===== config.mk =====
export PLATFORM = sky130hd
export DESIGN_NAME = hack_alu_ctrl
export DESIGN_NICKNAME = d
export VERILOG_FILES = /design/src/rtl/hack_ctrl_pkg.sv /design/src/rtl/hack_jump_cond.sv /design/src/rtl/hack_alu_ctrl.sv
export SDC_FILE = /design/constraint.sdc
export NUM_CORES = 1
export LEC_CHECK = 0
export ABC_AREA = 1
export BUFFER_PORTS_ARGS = -buffer_cell sky130_fd_sc_hd__buf_2
export CORE_ASPECT_RATIO = 1.1
export CORE_UTILIZATION = 35
export CTS_CLUSTER_DIAMETER = 200
export DETAILED_ROUTE_END_ITERATION = 12
export PLACE_DENSITY = 0.64
export SLEW_MARGIN = 20
export SYNTH_ARGS = -nofsm -noshare
export SYNTH_HDL_FRONTEND = slang
export SYNTH_SLANG_ARGS = --single-unit
export TNS_END_PERCENT = 30

===== constraint.sdc =====
create_clock -name clk -period 2.4 [get_ports clk]
set_input_delay 0.12 -clock clk [delete_from_list [all_inputs] [get_ports clk]]
set_output_delay 0.12 -clock clk [all_outputs]
set_load 0.01 [all_outputs]

===== src/rtl/hack_ctrl_pkg.sv =====
// Shared constants, state encoding and output bundle for the Hack ALU control sequencer.
// HACK_ALU_CTRL_ILLEGAL_TRAP_EN enables the TRAP state and the illegal-instruction checks below.
package hack_ctrl_pkg;

    localparam int INSTR_W  = 16;
    localparam int TYPE_BIT = 15;
    localparam int RSVD_MSB = 14;
    localparam int RSVD_LSB = 13;
    localparam int A_BIT    = 12;
    localparam int COMP_MSB = 11;
    localparam int COMP_LSB = 6;
    localparam int DEST_A   = 5;
    localparam int DEST_D   = 4;
    localparam int DEST_M   = 3;
    localparam int JUMP_MSB = 2;
    localparam int JUMP_LSB = 0;

    localparam int N_COMP = 18;
    localparam logic [5:0] VALID_COMP [N_COMP] = '{
        6'b101010, 6'b111111, 6'b111010, 6'b001100, 6'b110000, 6'b001101,
        6'b110001, 6'b001111, 6'b110011, 6'b011111, 6'b110111, 6'b001110,
        6'b110010, 6'b000010, 6'b010011, 6'b000111, 6'b000000, 6'b010101
    };

    typedef enum logic [2:0] {
        ST_IDLE   = 3'd0,
        ST_DECODE = 3'd1,
        ST_EXEC   = 3'd2,
`ifdef HACK_ALU_CTRL_ILLEGAL_TRAP_EN
        ST_COMMIT = 3'd3,
        ST_TRAP   = 3'd4
`else
        ST_COMMIT = 3'd3
`endif
    } ctrl_state_t;

    typedef struct packed {
        logic       instr_ready;
        logic [5:0] alu_ctrl;
        logic       sel_am;
        logic       sel_a_src;
        logic       load_a;
        logic       load_d;
        logic       write_m;
        logic       load_pc;
        logic       inc_pc;
        logic       done;
        logic       illegal;
    } ctrl_out_t;

    localparam ctrl_out_t CTRL_OUT_RESET = '{
        instr_ready: 1'b1, alu_ctrl: 6'b000000, sel_am: 1'b0, sel_a_src: 1'b0,
        load_a: 1'b0, load_d: 1'b0, write_m: 1'b0, load_pc: 1'b0,
        inc_pc: 1'b0, done: 1'b0, illegal: 1'b0
    };

    function automatic logic comp_is_valid(input logic [5:0] comp);
        logic hit;
        hit = 1'b0;
        for (int i = 0; i < N_COMP; i++) begin
            if (comp == VALID_COMP[i]) begin
                hit = 1'b1;
            end
        end
        return hit;
    endfunction

    function automatic logic c_instr_is_illegal(input logic [INSTR_W-1:0] ins);
        return (ins[RSVD_MSB:RSVD_LSB] != 2'b11) || !comp_is_valid(ins[COMP_MSB:COMP_LSB]);
    endfunction

endpackage


===== src/rtl/hack_jump_cond.sv =====
// Hack jump-condition evaluator: j1 = less-than, j2 = equal, j3 = greater-than.
module hack_jump_cond (
    input  logic [2:0] j,
    input  logic       zr_q,
    input  logic       ng_q,
    output logic       jump
);

    // Jump taken when any selected comparison matches the sampled flags.
    always_comb begin
        jump = (j[2] & ng_q) | (j[1] & zr_q) | (j[0] & ~ng_q & ~zr_q);
    end

endmodule


===== src/rtl/hack_alu_ctrl.sv =====
// Multi-cycle Hack instruction sequencer driving ALU controls and datapath strobes.
// Optional HACK_ALU_CTRL_ILLEGAL_TRAP_EN traps illegal C-instructions in a sticky TRAP state.
module hack_alu_ctrl
    import hack_ctrl_pkg::*;
(
    input  logic        clk,
    input  logic        reset,
    input  logic        instr_valid,
    input  logic [15:0] instr,
    output logic        instr_ready,
    output logic        zx,
    output logic        nx,
    output logic        zy,
    output logic        ny,
    output logic        f,
    output logic        no,
    output logic        sel_am,
    input  logic        zr,
    input  logic        ng,
    output logic        sel_a_src,
    output logic        load_a,
    output logic        load_d,
    output logic        write_m,
    output logic        load_pc,
    output logic        inc_pc,
    output logic        done,
    output logic        illegal
);

    ctrl_state_t          state_q, state_d;
    logic [INSTR_W-1:0]   instr_q, instr_d;
    logic                 zr_q, zr_d;
    logic                 ng_q, ng_d;
    ctrl_out_t            out_q, out_d;
    logic                 jump_s;

    // Jump is evaluated on next-cycle values so the COMMIT outputs can be registered.
    hack_jump_cond u_jump_cond (
        .j    (instr_d[JUMP_MSB:JUMP_LSB]),
        .zr_q (zr_d),
        .ng_q (ng_d),
        .jump (jump_s)
    );

    // Next-state, instruction latch and flag capture.
    always_comb begin
        state_d = state_q;
        instr_d = instr_q;
        zr_d    = zr_q;
        ng_d    = ng_q;
        case (state_q)
            ST_IDLE: begin
                if (instr_valid) begin
                    instr_d = instr;
                    state_d = instr[TYPE_BIT] ? ST_DECODE : ST_COMMIT;
                end else begin
                    state_d = ST_IDLE;
                end
            end
            ST_DECODE: begin
`ifdef HACK_ALU_CTRL_ILLEGAL_TRAP_EN
                if (c_instr_is_illegal(instr_q)) begin
                    state_d = ST_TRAP;
                end else begin
                    state_d = ST_EXEC;
                end
`else
                state_d = ST_EXEC;
`endif
            end
            ST_EXEC: begin
                zr_d    = zr;
                ng_d    = ng;
                state_d = ST_COMMIT;
            end
            ST_COMMIT: state_d = ST_IDLE;
`ifdef HACK_ALU_CTRL_ILLEGAL_TRAP_EN
            ST_TRAP:   state_d = ST_TRAP;
`endif
            default:   state_d = ST_IDLE;
        endcase
    end

    // Outputs decoded from the state being entered, then registered.
    always_comb begin
        out_d = '0;
        case (state_d)
            ST_IDLE: out_d.instr_ready = 1'b1;
            ST_DECODE, ST_EXEC: begin
                out_d.alu_ctrl = instr_d[COMP_MSB:COMP_LSB];
                out_d.sel_am   = instr_d[A_BIT];
            end
            ST_COMMIT: begin
                out_d.done = 1'b1;
                if (instr_d[TYPE_BIT]) begin
                    out_d.alu_ctrl = instr_d[COMP_MSB:COMP_LSB];
                    out_d.sel_am   = instr_d[A_BIT];
                    out_d.load_a   = instr_d[DEST_A];
                    out_d.load_d   = instr_d[DEST_D];
                    out_d.write_m  = instr_d[DEST_M];
                    out_d.load_pc  = jump_s;
                    out_d.inc_pc   = ~jump_s;
                end else begin
                    out_d.load_a    = 1'b1;
                    out_d.sel_a_src = 1'b1;
                    out_d.inc_pc    = 1'b1;
                end
            end
`ifdef HACK_ALU_CTRL_ILLEGAL_TRAP_EN
            ST_TRAP: out_d.illegal = 1'b1;
`endif
            default: out_d = CTRL_OUT_RESET;
        endcase
    end

    // State, latched instruction, sampled flags and registered outputs.
    always_ff @(posedge clk) begin
        if (reset) begin
            state_q <= ST_IDLE;
            instr_q <= '0;
            zr_q    <= 1'b0;
            ng_q    <= 1'b0;
            out_q   <= CTRL_OUT_RESET;
        end else begin
            state_q <= state_d;
            instr_q <= instr_d;
            zr_q    <= zr_d;
            ng_q    <= ng_d;
            out_q   <= out_d;
        end
    end

    assign instr_ready              = out_q.instr_ready;
    assign {zx, nx, zy, ny, f, no}  = out_q.alu_ctrl;
    assign sel_am                   = out_q.sel_am;
    assign sel_a_src                = out_q.sel_a_src;
    assign load_a                   = out_q.load_a;
    assign load_d                   = out_q.load_d;
    assign write_m                  = out_q.write_m;
    assign load_pc                  = out_q.load_pc;
    assign inc_pc                   = out_q.inc_pc;
    assign done                     = out_q.done;
    assign illegal                  = out_q.illegal;

endmodule


Word-level counts from Yosys, hierarchy flattened
Index checks and enable logic that the tools add are counted.

word-level totals
  register bits = 37
  input bits = 21
  output and inout port bits = 16
  word-level logic and storage cells = 52

operators by class
  eq/ne operators = 5
  multiplexer cells = 14
  bitwise operators = 11
  reductions and logical operators = 6

operator list
  operator                                        count
  2-to-1 mux 16 bit                               2
  case mux 7 bit (2 select lines)                 1
  == test 3 x 2 -> 1 bit (second input constant)  3
  case mux 3 bit (3 select lines)                 1
  2-to-1 mux 1 bit                                7
  2-to-1 mux 7 bit                                1
  == test 3 x 1 -> 1 bit (second input constant)  2
  OR reduction 3 bit                              2
  inverter 1 bit                                  5
  bitwise AND 1 bit                               4
  2-to-1 mux 2 bit                                2
  OR reduction 2 bit                              2
  logical NOT 3 bit                               1
  OR 1 bit                                        2
  AND reduction 2 bit                             1

Depth between registers and ports, before layout
  depth in word-level cells = 8
  gate-level depth with buffers = 12
  gate-level depth less buffers = 11

Cells and area by module
Synthesis repeated with hierarchy kept, for this count alone.

second synthesis, totals
  cell total of the unflattened synthesis = 170
  area total of the unflattened synthesis = 1,340.0 µm²

modules (own cells, without submodules)
  module          times used  cells an instance  area an instance (µm²)  seq. area each (µm²)
  hack_alu_ctrl   1           163                1,310.0                 660.6
  hack_jump_cond  1           7                  30.0                    0.0

Least setup slack after synthesis
OpenSTA, ideal clock, no wires.

  kind = reg2reg
  from = register state_q[1]
  to = register out_q (netlist bit f)
  library setup time = 0.114 ns
  data arrival time = 1.709 ns
  data required time = 2.286 ns
  setup slack = 0.577 ns
  cell stages (with the launch flop) = 13
  path buffers = 1
  period minus slack after synthesis = 1.823 ns
  cells stage by stage = dfxtp_1 inv_1 ha_1 nand2_2 buf_2 nand2_1 o21ai_0 inv_1 ha_1 nand3_2 nand2_1 nand2_2 nor2_1

between the ends
  cells in the longest elaborated chain, start to end = 5
  elaborated cells between the ends (all ways) = 11
  those cells by class = 5 x eq/ne; 4 x mux; 2 x reduce/logical

RTL lines
  item                                                              RTL line              source
  start, declared                                                   hack_alu_ctrl.sv:30   ctrl_state_t state_q, state_d;
  start signal, assigned                                            hack_alu_ctrl.sv:125  state_q <= state_d;
  == test 3 x 2 -> 1 bit, or another cell as far along              hack_alu_ctrl.sv:51   case (state_q)
  case mux 3 bit (3 select lines) (*)                               hack_alu_ctrl.sv:51
  net state_d[0]                                                    hack_alu_ctrl.sv:30
  == test 3 x 1 -> 1 bit or == test 3 x 2 -> 1 bit (tied branches)  hack_alu_ctrl.sv:87   case (state_d)
  OR reduction 2 bit                                                hack_alu_ctrl.sv:87
  case mux 7 bit (2 select lines) (*)                               hack_alu_ctrl.sv:87
  end signal, assigned                                              hack_alu_ctrl.sv:129  out_q <= out_d;
  end, declared                                                     hack_alu_ctrl.sv:34   ctrl_out_t out_q, out_d;

The timed path passes the listed nets; every way through them passes the cells marked *.
A chain may end at the register's enable or synchronous reset.

Worst setup path after layout
Ends and elaborated chain as after synthesis.

==> flow_summary_export.csv <==
group,metric,value,unit
cts,clockBufferDepth,2,
synth,ys_seq_elements,33,
sta,setup_tns,0,ps
drt,viasPerCell,4.04,
synth,netlist_area,0.00128,mm2
sta,max_freq,498,MHz
synth,yosys-top-cells-area,"dfxtp_1, nor2_1, nand2_1",
drt,drc_errors,0,
global_route,grt_pass1_vias,933,
pwr,p_leak,0.856,nW
synth,yosysSeqAreaShare,51.7,%
critical_path,crit_family,"simple AND/OR/NAND/NOR gates",
synth,synth_compound_area_share,3.62,%
global_route,grt_usage,12.9,%
synth,ys_async_sr_fraction,0,%
critical_path,crit_buf_inv,3,
cts,clkLatencyLatePin,320,ps
synth,synth_cells,158,
global_route,grt_pass1_wl,3730,um
drt,routedWlPerCell,8.62,um
pwr,sequentialPowerShare,45.4,%
critical_path,cp-end-kind,"register",
cells_and_area,nets,222,
cells_and_area,reg_top3,"instr_q: 14 flops, state_q: 2 flops",
synth,synth_xor_area_share,0,%
pwr,pwr-share-comb,36.6,%
synth,yosys.area.top_type,"dfxtp_1",
global_route,grt_overflow,0,
pwr,power.share.clock,18.0,%
sta,fin_skew,2.15,ps
sta,hold_viol,0,
critical_path,max_stage_delay,340,ps
sta,layout_setup_ws,392,ps
sta,rsz0062_at_grt,"false",
drt,ant_nets,0,
status,status,"finished clean",
pwr,switching_share,35.3,%
synth,ys_types,21,
synth,synth_fp_nets,185,
cells_and_area,areaGrowthSynthToFinish,19.9,%
drt,vias,977,
synth,muxShareOfSynthArea,2.35,%
cts,cts_setup_buffers,0,
cts,cts_sinks,33,
global_route,grt_start_max_net_pins,22,
sta,min_period,2010,ps
cts,cts_root_buf,"clkbuf_4",
floorplanning,die_h,65.4,um
floorplanning,start_util,37.4,%
cells_and_area,top_register,"instr_q",
floorplanning,rows,22,
cts,ctsHtreeMaxLevel,2,
cells_and_area,drive_above_1_share,29.4,%
placed_design,place.gp.congestion,0.690,
pwr,powerDensity,987,mW/mm2
placed_design,post-dp-hpwl,1510,um
drt,first_iter_violations,28,
cts,cts-resized-gates,0,
sta,slew_viol_final,0,
cts,numCtsBuffers,5,
cells_and_area,largest_register_ffs,14,
pwr,intPower,0.000977,W
critical_path,path_cells,"inv_1 -> ha_1 -> nand2_2 -> or2_4 -> a21oi_4 -> inv_2 -> ha_1 -> inv_1 -> nand2_1 -> nand2_2 -> nor2_1",
flow_run,drv_cap,0,
cts,hold_buffers,0,
critical_path,worstPathArrival,2230,ps
synth,synth_top_family_by_area,"simple AND/OR/NAND/NOR gates",
synth,synth-simple-area-share,26.8,%
floorplanning,io_pins,37,
pwr,p_switching,0.000534,W
synth,yosys.area.top_type_share,51.7,%
synth,synthTopCellsByCount,"dfxtp_1, nor2_1, nand2_1",
pwr,irDropWorstVdd,424,uV
floorplanning,die_w,59.6,um
critical_path,path_class,"reg -> reg",
cells_and_area,n_antenna_cell,0,
sta,finalSetupViolCount,0,
critical_path,worst_path_max_delay_cell,"dfxtp_1",
synth,synth_warnings,0,
synth,synth_top_flop_cell,"dfxtp_1",
floorplanning,coreArea,0.00341,mm2
synth,synth_edf_count,0,
cts,cts_tree,"built",
global_route,antenna_found_initial,0,
placed_design,dp_slack,399,ps
drt,dr.pass1.iters,6,
sta,period_share,83.7,%
critical_path,cp_max_fo,9,
critical_path,critPathRequiredTime,2630,ps
floorplanning,dieArea,0.00390,mm2
synth,syn_area_per_cell,8.09,um2
synth,yosys.area_share.adder,5.88,%
placed_design,io_buffer_count,33,
cts,path_clk_slew,90,ps
critical_path,start_kind,"register",
worst_hold_path,min_path_type,"in -> reg",
drt,drt_wl_total,2090,um
through the flow:
stage / power [W] / hold WS [ps] / cells / util, % / area [um2]
final: 0.00151 / 51.8 / 242 / 44.9 / 1530
after CTS: 0.00153 / 40.7 / 242 / 44.9 / 1530
after detailed placement: 0.00126 / 391 / 236 / 43.6 / 1490
after floorplan: 0.00112 / 203 / 158 / - / 1280
after global placement: 0.00125 / 379 / 236 / 43.6 / 1490
after global routing: 0.00165 / 61.5 / 242 / 44.9 / 1530
worst reg2reg max path, delay by kind of cell, from the launching register on:
kind / cells / cell delay [ps]
fa+ha+maj: 2 / 500
simple gates: 5 / 720
flops: 1 / 340
buf+inv: 3 / 210
compound gates: 1 / 140
power groups by stage:
stage                     Combinational, W  Clock [W]  Sequential [W]
after detailed placement          0.000559          0        0.000699
after global placement            0.000553          0        0.000697
after global routing              0.000642   0.000305        0.000698
after CTS                         0.000562   0.000284        0.000687
after floorplan                   0.000388          0        0.000727
final                             0.000553   0.000272        0.000687
cell type report:
| class | count | area (um2) |
|---|---|---|
| Multi-Input combinational cell | 95 | 498 |
| Clock buffer | 5 | 37.5 |
| Inverter | 26 | 97.6 |
| Timing Repair Buffer | 34 | 173 |
| Sequential cell | 33 | 661 |
| Fill cell | 374 | 1880 |
| Tap cell | 48 | 60.1 |
| Clock inverter | 1 | 5.00 |
cells in the final DEF, fill, tap and decap left out:
| cell type | netlist | final |
|---|---|---|
| buf_2 | 2 | 33 |
| ha_1 | 6 | 6 |
| a21oi_4 | 1 | 1 |
| or2_1 | 1 | 1 |
| mux2i_1 | 3 | 3 |
| nand3_2 | 1 | 1 |
| o21ai_0 | 1 | 1 |
| nor2_2 | 1 | 1 |
| clkbuf_4 | 0 | 5 |
| clkinv_2 | 0 | 1 |
| nor2_1 | 33 | 33 |
| dfxtp_1 | 33 | 33 |
| nand2_1 | 25 | 25 |
| or2_2 | 8 | 8 |
| or2_4 | 1 | 1 |
| inv_1 | 24 | 24 |
| a21oi_1 | 5 | 5 |
| inv_2 | 2 | 2 |
| nand3_1 | 5 | 5 |
| conb_1 | 1 | 1 |
| buf_4 | 1 | 1 |
| nand2_2 | 3 | 3 |
kinds of logic after synthesis:
group / Yosys count
multiplexers: 3
AO/OA/AOI/OAI: 7
adder cells (fa/ha/maj): 6
AND/OR/NAND/NOR: 78
buffers and inverters: 30
flip-flops: 33
other: 1
path summary, 6_finish.rpt:
check / from / to / slack [ps] / cells past startpoint
max: state_q[1] / f / 390 / 11
max reg2reg: state_q[1] / f / 390 / 11
min: instr[5] / instr_q[5] / 50 / 3
min reg2reg: instr_q[0] / instr_q[0] / 470 / 2
metal layers:
metal | vias up | GRT usage, % | wire, um
met4 | 0 | 4.36 | 30
met3 | 5 | 5.31 | 163
li1 | 534 | - | -
met1 | 401 | 15.2 | 1020
met5 | - | 0 | 0
met2 | 37 | 20.9 | 873
(Power assumes the default switching activity.)
